<file path="config.mk">
export PLATFORM = sky130hd
export DESIGN_NAME = flex_updown_counter
export DESIGN_NICKNAME = d
export VERILOG_FILES = /design/src/rtl/flex_counter_pkg.sv /design/src/rtl/flex_counter_next.sv /design/src/rtl/flex_updown_counter.sv
export SDC_FILE = /design/constraint.sdc
export NUM_CORES = 1
export LEC_CHECK = 0
export CORE_ASPECT_RATIO = 1.4
export CORE_MARGIN = 2
export CORE_UTILIZATION = 47
export DETAILED_ROUTE_END_ITERATION = 10
export PLACE_DENSITY = 0.83
export SYNTH_ARGS = -nofsm -noshare
export SYNTH_HDL_FRONTEND = slang
export SYNTH_SLANG_ARGS = --single-unit
export TNS_END_PERCENT = 1
</file>
<file path="constraint.sdc">
create_clock -name clk -period 3.22 [get_ports clk]
set_input_delay 0.644 -clock clk [delete_from_list [all_inputs] [get_ports clk]]
set_output_delay 0.644 -clock clk [all_outputs]
set_load 0.05 [all_outputs]
</file>
<file path="src/rtl/flex_counter_pkg.sv">
// Shared types and default widths for the flexible up/down counter family.
// The optional wrap tally is enabled with the FLEX_WRAP_COUNT_EN macro.
package flex_counter_pkg;

  typedef enum logic {
    DIR_UP   = 1'b0,
    DIR_DOWN = 1'b1
  } cnt_dir_t;

  typedef enum logic {
    MODE_WRAP = 1'b0,
    MODE_SAT  = 1'b1
  } cnt_mode_t;

  localparam int DEF_NUM_CNT_BITS  = 8;
  localparam int DEF_WRAP_CNT_BITS = 16;

endpackage : flex_counter_pkg

</file>
<file path="src/rtl/flex_counter_next.sv">
// Combinational step logic: next count, next flag, terminal-reached condition
// and wrap event for one enabled count step.
module flex_counter_next
  import flex_counter_pkg::*;
#(
  parameter int NUM_CNT_BITS = DEF_NUM_CNT_BITS
) (
  input  logic [NUM_CNT_BITS-1:0] count_i,
  input  cnt_dir_t                dir_i,
  input  cnt_mode_t               mode_i,
  input  logic [NUM_CNT_BITS-1:0] rollover_val_i,
  output logic [NUM_CNT_BITS-1:0] term_o,
  output logic [NUM_CNT_BITS-1:0] next_count_o,
  output logic                    next_flag_o,
  output logic                    tc_o,
  output logic                    wrap_event_o
);

  localparam logic [NUM_CNT_BITS-1:0] CNT_ONE = NUM_CNT_BITS'(1);

  always_comb begin
    term_o       = (dir_i == DIR_UP) ? rollover_val_i : CNT_ONE;
    next_count_o = count_i;
    wrap_event_o = 1'b0;

    if (dir_i == DIR_UP) begin
      if ((rollover_val_i == '0) && (mode_i == MODE_WRAP)) begin
        // Zero top means the full modulo range; the 0 -> 1 step is the wrap.
        next_count_o = count_i + CNT_ONE;
        wrap_event_o = (count_i == '0);
      end else if (count_i < rollover_val_i) begin
        next_count_o = count_i + CNT_ONE;
      end else if (mode_i == MODE_WRAP) begin
        next_count_o = CNT_ONE;
        wrap_event_o = 1'b1;
      end else begin
        next_count_o = rollover_val_i;
      end
    end else begin
      if (count_i > CNT_ONE) begin
        next_count_o = count_i - CNT_ONE;
      end else if (mode_i == MODE_WRAP) begin
        next_count_o = rollover_val_i;
        wrap_event_o = 1'b1;
      end else begin
        next_count_o = CNT_ONE;
      end
    end

    next_flag_o = (next_count_o == term_o);
    tc_o        = next_flag_o && (count_i != term_o);
  end

endmodule : flex_counter_next

</file>
<file path="src/rtl/flex_updown_counter.sv">
// Up/down wrap-or-saturate counter with load, clear and registered terminal
// flag/pulse. Define FLEX_WRAP_COUNT_EN to add the saturating wrap_count tally.
module flex_updown_counter
  import flex_counter_pkg::*;
#(
  parameter int NUM_CNT_BITS  = DEF_NUM_CNT_BITS,
  parameter int WRAP_CNT_BITS = DEF_WRAP_CNT_BITS
) (
  input  logic                    clk,
  input  logic                    n_rst,
  input  logic                    clear,
  input  logic                    load,
  input  logic                    count_enable,
  input  logic                    dir,
  input  logic                    mode,
  input  logic [NUM_CNT_BITS-1:0] rollover_val,
  input  logic [NUM_CNT_BITS-1:0] load_val,
  output logic [NUM_CNT_BITS-1:0] count_out,
  output logic                    rollover_flag,
  output logic                    tc_pulse
`ifdef FLEX_WRAP_COUNT_EN
  ,
  output logic [WRAP_CNT_BITS-1:0] wrap_count
`endif
);

  logic [NUM_CNT_BITS-1:0] count_q, count_d;
  logic                    flag_q, flag_d;
  logic                    tc_q, tc_d;

  logic [NUM_CNT_BITS-1:0] term;
  logic [NUM_CNT_BITS-1:0] step_count;
  logic                    step_flag;
  logic                    step_tc;
  logic                    step_wrap;

  flex_counter_next #(
    .NUM_CNT_BITS(NUM_CNT_BITS)
  ) u_next (
    .count_i       (count_q),
    .dir_i         (cnt_dir_t'(dir)),
    .mode_i        (cnt_mode_t'(mode)),
    .rollover_val_i(rollover_val),
    .term_o        (term),
    .next_count_o  (step_count),
    .next_flag_o   (step_flag),
    .tc_o          (step_tc),
    .wrap_event_o  (step_wrap)
  );

  always_comb begin
    count_d = count_q;
    flag_d  = flag_q;
    tc_d    = 1'b0;
    if (clear) begin
      count_d = '0;
      flag_d  = 1'b0;
    end else if (load) begin
      count_d = load_val;
      flag_d  = (load_val == term);
    end else if (count_enable) begin
      count_d = step_count;
      flag_d  = step_flag;
      tc_d    = step_tc;
    end
  end

  always_ff @(posedge clk or negedge n_rst) begin
    if (!n_rst) begin
      count_q <= '0;
      flag_q  <= 1'b0;
      tc_q    <= 1'b0;
    end else begin
      count_q <= count_d;
      flag_q  <= flag_d;
      tc_q    <= tc_d;
    end
  end

  assign count_out     = count_q;
  assign rollover_flag = flag_q;
  assign tc_pulse      = tc_q;

`ifdef FLEX_WRAP_COUNT_EN
  logic [WRAP_CNT_BITS-1:0] wrap_q, wrap_d;

  // Load never counts as a wrap; only an enabled step can raise the tally.
  always_comb begin
    wrap_d = wrap_q;
    if (clear) begin
      wrap_d = '0;
    end else if (!load && count_enable && step_wrap && (wrap_q != '1)) begin
      wrap_d = wrap_q + WRAP_CNT_BITS'(1);
    end
  end

  always_ff @(posedge clk or negedge n_rst) begin
    if (!n_rst) begin
      wrap_q <= '0;
    end else begin
      wrap_q <= wrap_d;
    end
  end

  assign wrap_count = wrap_q;
`else
  if (WRAP_CNT_BITS < 1) begin : g_bad_wrap_width
  end
`endif

endmodule : flex_updown_counter
</file>
==> summary.txt <==
worst hold path class - reg2reg
Overflow after GRT - 0
peak supply drop - 0.319 mV
Placer Congestion - 0.985
Hold-fix buffers, CTS - 0
DP Area - 0.00242 mm^2
R2R cell count - 9
Setup TNS Final - 0 ps
internal power - 406 uW
Synth Flop Type - dfrtp_1
most frequent cells in the layout - 32 x clkdlybuf4s50_1, 31 x buf_4, 23 x a21oi_1
launching point of the worst reg2reg path - count_out[1]
# rows - 27
CP cell instances - inv_1 -> ha_1 -> o21bai_1 -> nor3_2 -> o21ai_1 -> o31a_1 -> o32a_1 -> a2111oi_2 -> and2_1
final instance area - 0.00246 mm^2
main combinational cell family by area after synthesis - compound AO/OA/AOI/OAI gates
number of fillers in the final layout - 357
f_max - 0.323 GHz
largest net degree at the start of global routing - 24
Post-CTS Repair Setup Buffers - 0
Buffers on Ports - 32
Final ANT Viol Nets - 0
Tot GR Track Use - 31.8%
area leader, netlist - dfrtp_1
largest fanout on the critical path - 11
gate count of the mapped netlist - 265
first-pass GRT wire length - 11.5 mm
Simple-Gate Fraction of Synth Area - 22.5%
Switching Fraction - 43.2%
nets - 337
Setup crit end kind - flop
outcome - finished, final reports clean
Final Critical Period - 3090 ps
Die X-Extent - 58.3 um
Synth async-reset ratio - 100%
layout cell share with drive strength beyond 1 - 13.9%
EDFF count, synth - 0
Pwr per Cell Area - 291 mW/mm^2
sequential area share after synthesis - 12.9%
# diodes - 0
critical path's largest stage delay - 590 ps
Yosys Warn Count - 0
initial drt markers - 109
most common library cell in the layout ignoring fill and taps - clkdlybuf4s50_1
Hold Path Depth - 2
reg2reg end - tc_pulse
synthesized area - 0.00194 mm^2
Hold Path Origin - rollover_flag
worst slew pin tran - 722 ps
compound-gate portion of the synthesized area - 33.5%
part of the power in registers - 20.3%
area delta synth->final - 27.0%
final worst-path cycle share - 96.1%
# IOs - 33
Slew Limit Fails - 0
Routed WL - 6.82 mm
DR vias - 2,362
post-DP HPWL - 5.27 mm
clock share of power - 18.2%
drt wl/cell - 19.8 um
worst path required time - 3390 ps
top cells by area, synth - dfrtp_1 13%, ha_1 6.5%, a21oi_1 5.9%
Data arrival, critical path - 3260 ps
Hold Path Sink - rollover_flag
Avg Vias per Cell - 6.85
Die H - 80.0 um
TritonCTS clock tree - yes
clk sink count - 10
Yosys top cell area share - 12.9%
WS Path Type - reg2reg
Die ar. - 0.00466 mm^2
XOR/XNOR Fraction of Synth Area - 12.5%
CTS Buf Count - 3
unrepaired setup endpoints after global routing - false
Clock Skews - 2.41 ps
Max-cap violations - 0
H-tree depth - 1
worst rel slew slack - 51.6%
Min Hold Slack - 599 ps
Net Switching - 309 uW
CP startpoint kind - flop
Remaining DRCs - 0
Syn Nets - 298
vias in the first global route - 2,424
Reg clk slew, reported paths - 50 ps
Adder-Cell Fraction of Synth Area - 6.46%
CP max stage cell - nor3_2
Unique masters post-synth - 61
Resize count post-CTS - 0
mux cell area share after synthesis - 1.61%
Static Leak - 0.000999 uW
Starting Density - 49.0%
Synth Register Bits - 10
CTS max path bufs - 2
synthesized area per cell - 7.31 um^2
Core ar. - 0.00395 mm^2
combinational power share - 61.5%
setup violators final - 0
TritonRoute pass-1 iters - 5
reg-to-reg slack, setup - 130 ps
root buf cell - clkbuf_8
Skew-Pair Late Insertion Delay - 240 ps
Final Hold Vio Count - 0
initial antenna violation count - 0
cells in the mapped netlist (all sizes together) (3+ instances only):
master  number
a21oi       23
a221oi       7
a31oi        6
and2         3
and3         4
and4         3
buf          9
clkbuf      20
dfrtp       10
ha          10
inv         21
nand2        8
nand3        6
nand3b       4
nand4        4
nor2        18
nor2b        5
nor3         7
nor4         6
o211ai       6
o21ai        9
o21bai       3
o22ai        6
o311ai       4
o32ai        8
or3          3
xnor2       13
xnor3        3
xor2         7
how the worst max path moves through the flow:
stage / startpoint / end / cells past startpoint
after global placement: rollover_val[1] / count_out[2] / 10
after floorplan: count_out[0] / tc_pulse / 10
after global routing: count_out[1] / tc_pulse / 9
after CTS: count_out[1] / tc_pulse / 9
after detailed placement: rollover_val[1] / count_out[2] / 10
final: count_out[1] / tc_pulse / 9
stage by stage:
| step | power (uW) | instances | setup slack [ps] | util (%) |
|---|---|---|---|---|
| after CTS | 707 | 345 | 204 | 62.2 |
| after detailed placement | 577 | 342 | 21.8 | 61.2 |
| after floorplan | 428 | 265 | 256 | - |
| after global placement | 572 | 342 | 64.9 | 61.2 |
| final | 716 | 345 | 127 | 62.2 |
| after global routing | 760 | 345 | 6.23 | 62.2 |
critical path: cells and delay by family, from the launching register on:
family	cells	cell delay (ps)
simple gates	2	780
compound gates	5	1280
flops	1	380
buf+inv	1	180
fa+ha+maj	1	400
layer usage:
layer | vias to the layer above | routed length [um] | global-route usage (%) | part of all wire [%]
met1 | 1087 | 2530 | 38.2 | 37
met4 | 0 | 420 | 18.8 | 6.2
met2 | 147 | 3270 | 52.7 | 48
met3 | 50 | 594 | 4.54 | 8.7
li1 | 1078 | - | - | -
met5 | - | 0 | 0 | 0
power groups by stage:
stage	combinational, uW	clock [uW]	sequential [uW]
after global placement	425	0	146
after floorplan	252	0	176
final	440	130	145
after detailed placement	430	0	147
after CTS	432	130	145
after global routing	473	140	146
area by class of cell:
class	count	area [um^2]	area share, %
Clock buffer	3	41.3	1.68
Inverter	21	78.8	3.20
Multi-Input combinational cell	205	1480	60.3
Sequential cell	10	250	10.2
Tap cell	43	53.8	2.19
Timing Repair Buffer	63	553	22.5
logic make-up (layout without fill, tap and decap cells):
family	Yosys count	in the layout
compound gates	91	91
buf+inv	50	87
xor+xnor	23	23
mux	3	3
fa+ha+maj	10	10
simple gates	78	78
flops	10	10
flip-flops by register name, indices dropped and copies added (netlist names):
register,count
count_out,8
tc_pulse,1
rollover_flag,1
(Power assumes the default switching activity.)
